==> src/rtl/isp8_alu_ctrl.sv <==
// isp8_alu_ctrl: decode, flag and writeback stage wrapped around the 8-bit ALU.
// Define ISP8_FLAG_SHADOW_EN to add the interrupt flag shadow (irq_save/irq_restore).
module isp8_alu_ctrl #(
   parameter logic [1:0] FLAG_RESET = 2'b00,
   parameter int         RD_WIDTH   = 5
) (
   input  logic                clk,
   input  logic                rst,
   input  logic [17:0]         instr,
   input  logic                instr_valid,
   output logic                instr_ready,
   input  logic                hold,
   output logic [17:0]         alu_instr,
   output logic                sub,
   output logic                subc,
   output logic                addc,
   output logic                cmp,
   output logic                imi_instr,
   output logic [7:0]          imi_data,
   output logic                carry_flag,
   output logic                zero_flag,
   input  logic [7:0]          dout_alu,
   input  logic                cout_alu,
   output logic                wb_en,
   output logic [RD_WIDTH-1:0] wb_addr,
   output logic [7:0]          wb_data,
   input  logic                irq_save,
   input  logic                irq_restore
);
   localparam logic [17:0] INSTR_NONE = 18'h3FFFF;

   logic                rst_q_r;
   logic [17:0]         alu_instr_r;
   logic                sub_r, subc_r, addc_r, cmp_r, imi_instr_r;
   logic [7:0]          imi_data_r;
   logic [1:0]          flags_r;
   logic                wb_en_r;
   logic [RD_WIDTH-1:0] wb_addr_r;
   logic [7:0]          wb_data_r;

   logic                dec_sub_s, dec_subc_s, dec_addc_s, dec_cmp_s, dec_imi_s;
   logic                d_load_s, d_alu_s, d_flag_only_s, w_fire_s;
   logic [1:0]          w_flags_s, flags_next_s;

   assign instr_ready = ~rst_q_r & ~hold;
   assign alu_instr   = alu_instr_r;
   assign sub         = sub_r;
   assign subc        = subc_r;
   assign addc        = addc_r;
   assign cmp         = cmp_r;
   assign imi_instr   = imi_instr_r;
   assign imi_data    = imi_data_r;
   assign zero_flag   = flags_r[1];
   assign carry_flag  = flags_r[0];
   assign wb_en       = wb_en_r;
   assign wb_addr     = wb_addr_r;
   assign wb_data     = wb_data_r;

   // Decode the incoming word into ALU select lines by instruction class.
   always_comb begin
      dec_sub_s  = 1'b0;
      dec_subc_s = 1'b0;
      dec_addc_s = 1'b0;
      dec_cmp_s  = 1'b0;
      dec_imi_s  = 1'b0;
      case (instr[17:14])
         4'b0000: begin dec_sub_s  = 1'b1; dec_imi_s = instr[13]; end
         4'b0001: begin dec_subc_s = 1'b1; dec_imi_s = instr[13]; end
         4'b0010: begin dec_imi_s  = instr[13]; end
         4'b0011: begin dec_addc_s = 1'b1; dec_imi_s = instr[13]; end
         4'b0100, 4'b0101, 4'b0110, 4'b0111: begin dec_imi_s = instr[13]; end
         4'b1000: begin dec_cmp_s  = 1'b1; dec_imi_s = instr[13]; end
         4'b1001: begin dec_imi_s  = instr[13]; end
         default: begin dec_imi_s  = 1'b0; end
      endcase
   end

   // An invalid D stage holds INSTR_NONE, so it naturally decodes as non-ALU.
   always_comb begin
      d_load_s      = instr_valid & instr_ready;
      d_alu_s       = (alu_instr_r[17:16] != 2'b11);
      d_flag_only_s = (alu_instr_r[17:15] == 3'b100);
      w_fire_s      = d_alu_s & ~hold;
      if (w_fire_s) begin
         w_flags_s = {(dout_alu == 8'h00), cout_alu};
      end else begin
         w_flags_s = flags_r;
      end
   end

`ifdef ISP8_FLAG_SHADOW_EN
   logic [1:0] shadow_r, shadow_next_s;

   // Restore overrides both a same-edge W update and a same-edge save.
   always_comb begin
      shadow_next_s = shadow_r;
      flags_next_s  = w_flags_s;
      if (hold) begin
         shadow_next_s = shadow_r;
      end else if (irq_restore) begin
         flags_next_s = shadow_r;
      end else if (irq_save) begin
         shadow_next_s = w_flags_s;
      end else begin
         shadow_next_s = shadow_r;
      end
   end

   // Shadow flag register.
   always_ff @(posedge clk) begin
      if (rst) begin
         shadow_r <= FLAG_RESET;
      end else begin
         shadow_r <= shadow_next_s;
      end
   end
`else
   logic unused_irq_s;
   assign unused_irq_s = irq_save ^ irq_restore;
   assign flags_next_s = w_flags_s;
`endif

   // D stage, flags and W stage registers.
   always_ff @(posedge clk) begin
      if (rst) begin
         rst_q_r     <= 1'b1;
         alu_instr_r <= INSTR_NONE;
         sub_r       <= 1'b0;
         subc_r      <= 1'b0;
         addc_r      <= 1'b0;
         cmp_r       <= 1'b0;
         imi_instr_r <= 1'b0;
         imi_data_r  <= 8'h00;
         flags_r     <= FLAG_RESET;
         wb_en_r     <= 1'b0;
         wb_addr_r   <= '0;
         wb_data_r   <= 8'h00;
      end else begin
         rst_q_r <= 1'b0;
         flags_r <= flags_next_s;
         if (hold) begin
            wb_en_r <= 1'b0;
         end else begin
            if (d_load_s) begin
               alu_instr_r <= instr;
               sub_r       <= dec_sub_s;
               subc_r      <= dec_subc_s;
               addc_r      <= dec_addc_s;
               cmp_r       <= dec_cmp_s;
               imi_instr_r <= dec_imi_s;
               imi_data_r  <= instr[7:0];
            end else begin
               alu_instr_r <= INSTR_NONE;
               sub_r       <= 1'b0;
               subc_r      <= 1'b0;
               addc_r      <= 1'b0;
               cmp_r       <= 1'b0;
               imi_instr_r <= 1'b0;
               imi_data_r  <= 8'h00;
            end
            wb_en_r <= d_alu_s & ~d_flag_only_s;
            if (d_alu_s) begin
               wb_data_r <= dout_alu;
               wb_addr_r <= alu_instr_r[8 +: RD_WIDTH];
            end
         end
      end
   end
endmodule

==> config.mk <==
export PLATFORM = sky130hd
export DESIGN_NAME = isp8_alu_ctrl
export DESIGN_NICKNAME = d
export VERILOG_FILES = /design/src/rtl/isp8_alu_ctrl.sv
export SDC_FILE = /design/constraint.sdc
export NUM_CORES = 1
export LEC_CHECK = 0
export ABC_AREA = 1
export CORE_MARGIN = 2
export CORE_UTILIZATION = 40
export CTS_CLUSTER_SIZE = 16
export DETAILED_ROUTE_END_ITERATION = 10
export GPL_ROUTABILITY_DRIVEN = 0
export PLACE_DENSITY = 0.81
export SLEW_MARGIN = 10
export SYNTH_ARGS = -nofsm -noshare
export SYNTH_HDL_FRONTEND = slang
export SYNTH_SLANG_ARGS = --single-unit
==> constraint.sdc <==
create_clock -name clk -period 1.7 [get_ports clk]
set_clock_uncertainty 0.05 [all_clocks]
set_input_delay 0.34 -clock clk [delete_from_list [all_inputs] [get_ports clk]]
set_output_delay 0.34 -clock clk [all_outputs]
set_load 0.03 [all_outputs]
# Word level (Yosys, flattened, before mapping)
# Cells that the tools add are included.
[totals]
register_bits = 48
inputBits = 33
out_inout_bits = 48
word_cells = 48
[op_classes]
eq_ne = 11
n_mux = 13
bitwise_logic = 7
reduce_logical = 5
[op_table]
columns = ["cell", "count"]
rows = [
  ["two-way mux 18 bit", 1],
  ["== test 4 x 3 -> 1 bit (second input constant)", 4],
  ["two-way mux 1 bit", 11],
  ["OR reduction 10 bit", 1],
  ["== test 4 x 2 -> 1 bit (second input constant)", 2],
  ["== test 4 bit (second input constant)", 2],
  ["logical NOT 8 bit", 1],
  ["two-way mux 8 bit", 1],
  ["bitwise AND 1 bit", 4],
  ["== test 4 x 1 -> 1 bit (second input constant)", 1],
  ["logical NOT 4 bit", 1],
  ["== test 3 bit (second input constant)", 1],
  ["inverter 1 bit", 3],
  ["inequality test 2 bit (second input constant)", 1],
  ["AND reduction 2 bit", 1],
  ["OR reduction 2 bit", 1],
]

# Depth between registers and ports, before layout
# Gate-level depths: netlist of the first run.
[depth]
word_depth = 4
depth_mapped = 6
ltp_nobuf = 5

# Worst setup path before layout of the first run
# OpenSTA, ideal clock, no wires.
[synth_timing]
kind = "input to register"
startpoint = "in hold"
endpoint = "reg alu_instr_r[15], in the netlist alu_instr[15]"
setup_time_ns = 0.126
t_arrival_ns = 1.199
required_time_ns = 1.524
slack_ns = 0.325
cell_stages = 6
n_path_buf = 2
path_cell_list = "nor2_2 nand2_2 buf_6 buf_8 o22ai_1 nand2_1"
[synth_via]
elab_chain_cells = 4
[synth_rtl]
columns = ["element", "line_no", "rtl"]
rows = [
  ["start, declared", "12", "input logic hold,"],
  ["inverter 1 bit (no source line)", "--", ""],
  ["bitwise AND 1 bit", "45", "assign instr_ready = ~rst_q_r & ~hold;"],
  ["bitwise AND 1 bit", "80", "d_load_s = instr_valid & instr_ready;"],
  ["two-way mux 18 bit", "144", "if (d_load_s) begin"],
  ["end signal, assigned", "145", "alu_instr_r <= instr;"],
  ["end, declared", "33", "logic [17:0] alu_instr_r;"],
]
# Several ways; a longest one is shown, not always the timed one.
# A chain may end at the register's enable or synchronous reset.

# Worst setup path after layout of the first run
[layout_timing]
startpoint = "in hold"
endpoint = "out instr_ready"
[layout_via]
elab_chain_cells = 2
[layout_rtl]
columns = ["element", "line_no", "rtl"]
rows = [
  ["inverter 1 bit (no source line)", "--", ""],
  ["bitwise AND 1 bit", "45", ""],
  ["end, declared", "11", "output logic instr_ready,"],
]
# Every way passes these cells.

==> results of run 1 <==
## per-layer routing
| layer | share of wire (%) | track usage, % | vias up |
|---|---|---|---|
| met3 | 5.5 | 4.13 | 7 |
| li1 | - | - | 874 |
| met2 | 48 | 30.1 | 52 |
| met4 | 1.5 | 7.34 | 0 |
| met1 | 45 | 22.4 | 793 |
| met5 | 0 | 0 | - |
## sequential cells by signal, indices dropped and copies added, names as in the netlist
register   flops
flags_r        2
imi_data       8
wb_data        8
wb_en          1
cmp            1
addc           1
subc           1
wb_addr        5
alu_instr     18
sub            1
rst_q_r        1
imi_instr      1
## cell families after synthesis
logic type	count (synthesis)
AND/OR/NAND/NOR	101
flip-flops	48
AO/OA/AOI/OAI	45
buffers and inverters	23
## where the power goes
group          switching, mW  internal [mW]
clock network          0.366          0.325
logic                  0.173          0.143
registers             0.0156           1.15
total                  0.554           1.62
## through the flow
| stage | area, um^2 | power (mW) | setup TNS, ps | utilization (%) |
|---|---|---|---|---|
| 2_1_floorplan | 1780 | 1.35 | 0 | - |
| 3_3_place_gp | 2640 | 1.52 | 0 | 60.9 |
| 3_5_place_dp | 2640 | 1.53 | -160 | 60.9 |
| 4_1_cts | 2690 | 2.19 | 0 | 62.1 |
| 5_1_grt | 2720 | 2.28 | 0 | 62.8 |
| 6_report | 2720 | 2.18 | 0 | 62.8 |
## cells in the final DEF, fill, tap and decap left out, drive strengths merged
master / instances
nand2: 51
clkdlybuf4s50: 30
dlymetal6s2s: 13
inv: 12
a21oi: 11
nor2: 48
dlygate4sd2: 34
dfxtp: 48
clkinv: 2
a211oi: 1
clkbuf: 6
o22ai: 18
o21ai: 15
buf: 13
nand3: 2
## final cells by class
cell class | instances | area, um^2 | area share, %
flip-flops and latches | 48 | 961 | 35.4
clock inverters | 2 | 10.0 | 0.368
well taps | 52 | 65.1 | 2.39
clock buffers | 6 | 82.6 | 3.04
inverters | 12 | 45.0 | 1.66
multi-input cells | 146 | 696 | 25.6
repair buffers | 90 | 858 | 31.6
## worst max-delay path, stage by stage
cell	delay, ps
clkdlybuf4s50_1	460
nor2_2	190
buf_4	190
## synthesized netlist by cell type
library cell / instances
buf_6: 2
a21oi_1: 11
o22ai_2: 9
inv_1: 10
nor2_2: 1
nor2_1: 47
buf_2: 2
buf_8: 1
o21ai_0: 15
nand3_1: 2
a211oi_1: 1
nand2_2: 2
buf_4: 2
inv_2: 2
nand2_1: 49
dfxtp_1: 48
clkbuf_1: 4
o22ai_1: 9
## how the worst min path moves through the flow
stage	from	end	slack (ps)	cells past startpoint
global placement	imi_data[0]	imi_data[0]	390	2
detailed placement	imi_data[6]	imi_data[6]	410	2
floorplan	rst	rst_q_r	320	0
CTS	imi_data[6]	imi_data[6]	420	2
global route	imi_data[4]	imi_data[4]	440	2
finish	imi_data[4]	imi_data[4]	420	2
## repair_timing
item | CTS | global route
cloned | 0 | 0
endpoints found under the setup margin | 34 | 13
endpoints found under the hold margin | 0 | 0
resized for setup | 34 | 13
==> flow_summary.json, run 1 <==
{
  "io_buffers": 78,
  "setup_viol": 0,
  "startpoint_type": "input port",
  "syn_to_final_growth_pct": 52.7,
  "grt_usage_pct": 18.0,
  "chipHeight_um": 70.7,
  "ys_ff_latch": 48,
  "dieArea_um2": 5000,
  "drc_errors": 0,
  "critPathKind": "input port to primary output",
  "clkTransAtPathRegs_ps": 90,
  "fmax_ghz": 0.634,
  "tritoncts": "built",
  "drt_iter0_markers": 126,
  "antenna_found_initial": 0,
  "pin_count": 81,
  "drt-total-wl_mm": 4.56,
  "core_um2": 4320,
  "peakVddDrop_v": 0.000430,
  "ctsLongestPathBuffers": 2,
  "fp-row-count": 24,
  "grt_pass1_wl_mm": 7.28,
  "cts_hold_buf": 0,
  "p_leak_nw": 1.30,
  "vias": 1726,
  "rsz0062_at_grt": "false",
  "final.min_clock_period_ps": 1580,
  "finalMaxSlewViolations": 0,
  "setup_ws_ps": 123,
  "cts_sinks": 48,
  "vias_per_cell": 4.85,
  "muxShareOfSynthArea_pct": 0,
  "worst_slew_pin_slew_ps": 360,
  "synth-xor-area-share_pct": 0,
  "yosysTopAreaCell": "dfxtp_1",
  "r2r_slack_ps": 510,
  "initial_core_util_pct": 41.1,
  "synthAdderAreaFrac_pct": 0,
  "worstSetupStartpoint": "hold",
  "syn_nets": 250,
  "syn_area_per_cell_um2": 8.20,
  "ff2ff_path_depth": 5,
  "powerDensity_nw_per_um2": 800,
  "finalHoldViolCount": 0,
  "r2r-end": "cmp",
  "critical_path_arrival_ps": 1190,
  "drv_cap": 0,
  "synth-simple-area-share_pct": 21.9,
  "crit_end": "instr_ready",
  "seq_area_frac_synth_pct": 54.0,
  "first_pass_iters": 4,
  "timing.rr.start": "rst_q_r",
  "hp-class": "register to register",
  "numCtsBuffers": 5,
  "clk-insertion-delay-late_ps": 290,
  "max_slew_margin_pct": 75.9,
  "ant_nets": 0,
  "required_ps": 1310,
  "grt_pass1_vias": 1634,
  "status": "finished clean",
  "die_w_um": 70.7,
  "final_nets": 336,
  "htree_levels": 2,
  "grt_overflow": 0,
  "holdWs_ps": 418,
  "synth_top_family_by_area": "simple AND/OR/NAND/NOR gates",
  "diodes": 0,
  "min_period_over_period_pct": 92.8,
  "syn_area_um2": 1780,
  "synth_top_area_share_pct": 54.0,
  "synth_cells": 217,
  "root_buffer": "clkbuf_8",
  "yosysWarnings": 0,
  "grt_max_degree": 16,
  "end_kind": "primary output",
  "place_inst": 348,
  "synth-compound-area-share_pct": 17.2,
  "dp_worst_setup_slack_ps": -42.6,
  "critPathMaxFanout": 3,
  "final_cells": 356,
  "wl_per_cell_um": 12.8,
  "ys_types": 18,
  "num-fill-cells": 402,
  "final_layout_size_suffix_gt1_share_pct": 11.5,
  "post_cts_buffers": 0,
  "hpwl_mm": 3.32,
  "netlist_top_cells_area": "dfxtp_1 54%, nand2_1 10%, nor2_1 9.9%, o22ai_2 6.3%, o21ai_0 4.2%"
}
(Power assumes the default switching activity.)
==> run 2: changes to the inputs <==
--- a/config.mk
+++ b/config.mk
@@ -7,11 +7,11 @@
 export LEC_CHECK = 0
 export ABC_AREA = 1
 export CORE_MARGIN = 2
-export CORE_UTILIZATION = 40
+export CORE_UTILIZATION = 44
 export CTS_CLUSTER_SIZE = 16
 export DETAILED_ROUTE_END_ITERATION = 10
 export GPL_ROUTABILITY_DRIVEN = 0
-export PLACE_DENSITY = 0.81
+export PLACE_DENSITY = 0.87
 export SLEW_MARGIN = 10
 export SYNTH_ARGS = -nofsm -noshare
 export SYNTH_HDL_FRONTEND = slang
==> run 2 against run 1 <==
  * Core utilization up 6.5 points
  * Flip-flop and latch count unchanged
  * Total power down 1.1%
  * Worst setup slack worse by 2.8 ps
  * Wire length down 2.9%
  * Largest cell class unchanged
==> flow_summary.json, run 2 (same netlist as run 1, synthesis figures left out) <==
{
  "rsz0062_at_grt": "false",
  "grt_overflow": 0,
  "ant_nets": 0,
  "final_area_um2": 2740,
  "final_cells": 352,
  "peakVddDrop_v": 0.000573,
  "place_inst": 344,
  "post_cts_buffers": 0,
  "critical_path_arrival_ps": 1190,
  "cp_slowest_cell": "clkdlybuf4s50_1",
  "setup_ws_ps": 120,
  "layout_common_cells": "49 x nand2_1, 48 x dfxtp_1, 47 x nor2_1",
  "r2r-end": "imi_data[4]",
  "worst_slew_pin_slew_ps": 372,
  "vias": 1688,
  "initial_core_util_pct": 45.1,
  "antenna_found_initial": 0,
  "tritoncts": "built",
  "grt_pass1_vias": 1500,
  "drc_errors": 0,
  "ff2ff_path_depth": 5,
  "final_nets": 334,
  "slowest_delay_ps": 470,
  "critPathMaxFanout": 3,
  "root_buffer": "clkbuf_8",
  "first_pass_iters": 4,
  "grt_pass1_wl_mm": 6.69,
  "chipHeight_um": 67.6,
  "setup_viol": 0,
  "core_um2": 3940,
  "crit_chain": "clkdlybuf4s50_1 > nor2_2 > buf_4",
  "die_w_um": 67.6,
  "drt_iter0_markers": 88,
  "dieArea_um2": 4570,
  "final_layout_size_suffix_gt1_share_pct": 10.3,
  "io_buffers": 78,
  "placed_cell_area_um2": 2620,
  "startpoint_type": "input port",
  "grt_max_degree": 22,
  "numCtsBuffers": 5,
  "cts_hold_buf": 0,
  "crit_buf_inv": 2,
  "end_kind": "primary output",
  "r2r_slack_ps": 500,
  "powerDensity_nw_per_um2": 786,
  "ctsLongestPathBuffers": 2,
  "grt_usage_pct": 19.2,
  "critPathKind": "input port to primary output",
  "vias_per_cell": 4.80,
  "hpwl_mm": 3.17,
  "largest_register_ffs": 18,
  "final.min_clock_period_ps": 1580,
  "fmax_ghz": 0.633,
  "cts_sinks": 48,
  "required_ps": 1310,
  "hold_depth": 2,
  "status": "finished clean",
  "finalMaxSlewViolations": 0,
  "num-fill-cells": 335,
  "finalHoldViolCount": 0,
  "final_util_pct": 69.4,
  "power.total_mw": 2.15,
  "worst_hold_path.endpoint": "imi_data[1]",
  "hp-class": "register to register",
  "p_leak_nw": 1.40,
  "hold_start": "imi_data[1]",
  "dp_worst_setup_slack_ps": -31.2,
  "max_slew_margin_pct": 75.1,
  "clk-insertion-delay-late_ps": 290,
  "clkTransAtPathRegs_ps": 80,
  "timing.rr.start": "rst_q_r",
  "syn_to_final_growth_pct": 53.7,
  "fp-row-count": 23,
  "min_period_over_period_pct": 93.0,
  "pin_count": 81,
  "drv_cap": 0,
  "wl_per_cell_um": 12.6,
  "drt-total-wl_mm": 4.43,
  "final_common_cell": "nand2_1",
  "cp_top_family": "buffers and inverters",
  "htree_levels": 2,
  "diodes": 0
}
[run 2: per-layer routing]
layer / track usage, % / share of wire [%] / vias up
li1: - / - / 865
met1: 24.5 / 43 / 758
met2: 32.1 / 49 / 61
met3: 4.33 / 6.6 / 4
met4: 6.12 / 1.3 / 0
met5: 0 / 0 / -
[run 2: worst max-delay path by stage]
stage,endpoint,cells past startpoint,startpoint
3_3_place_gp,subc,6,hold
3_5_place_dp,imi_data[4],6,hold
6_report,instr_ready,3,hold
4_1_cts,zero_flag,1,flags_r[1]
2_1_floorplan,alu_instr[15],6,hold
5_1_grt,instr_ready,3,hold
[run 2: layout make-up]
| class | count | area, um^2 | area share, % |
|---|---|---|---|
| Sequential cell | 48 | 961 | 35.1 |
| Clock buffer | 8 | 90.1 | 3.29 |
| Inverter | 12 | 45.0 | 1.65 |
| Multi-Input combinational cell | 146 | 696 | 25.4 |
| Tap cell | 50 | 62.6 | 2.29 |
| Timing Repair Buffer | 88 | 881 | 32.2 |
[run 2: timing repair]
item                                    CTS  global route
endpoints found under the setup margin   24            23
cloned                                    0             0
gates resized for setup                  24            23
[run 2: power by group]
| group | switching (mW) | total, mW | internal (mW) |
|---|---|---|---|
| clock network | 0.334 | 0.666 | 0.332 |
| registers | 0.0160 | 1.17 | 1.15 |
| logic | 0.171 | 0.315 | 0.144 |
| total | 0.521 | 2.15 | 1.63 |
[run 2: tightest hold or removal path, stage by stage (launching register included)]
cell and delay (ps):
dfxtp_1 310, nand2_1 60, a21oi_1 50
[run 2: metrics by stage]
step                      TNS, ps  hold WS, ps
after global placement          0          398
after global routing            0          426
after CTS                       0          412
after detailed placement    -41.7          401
after floorplan                 0          318
final                           0          413
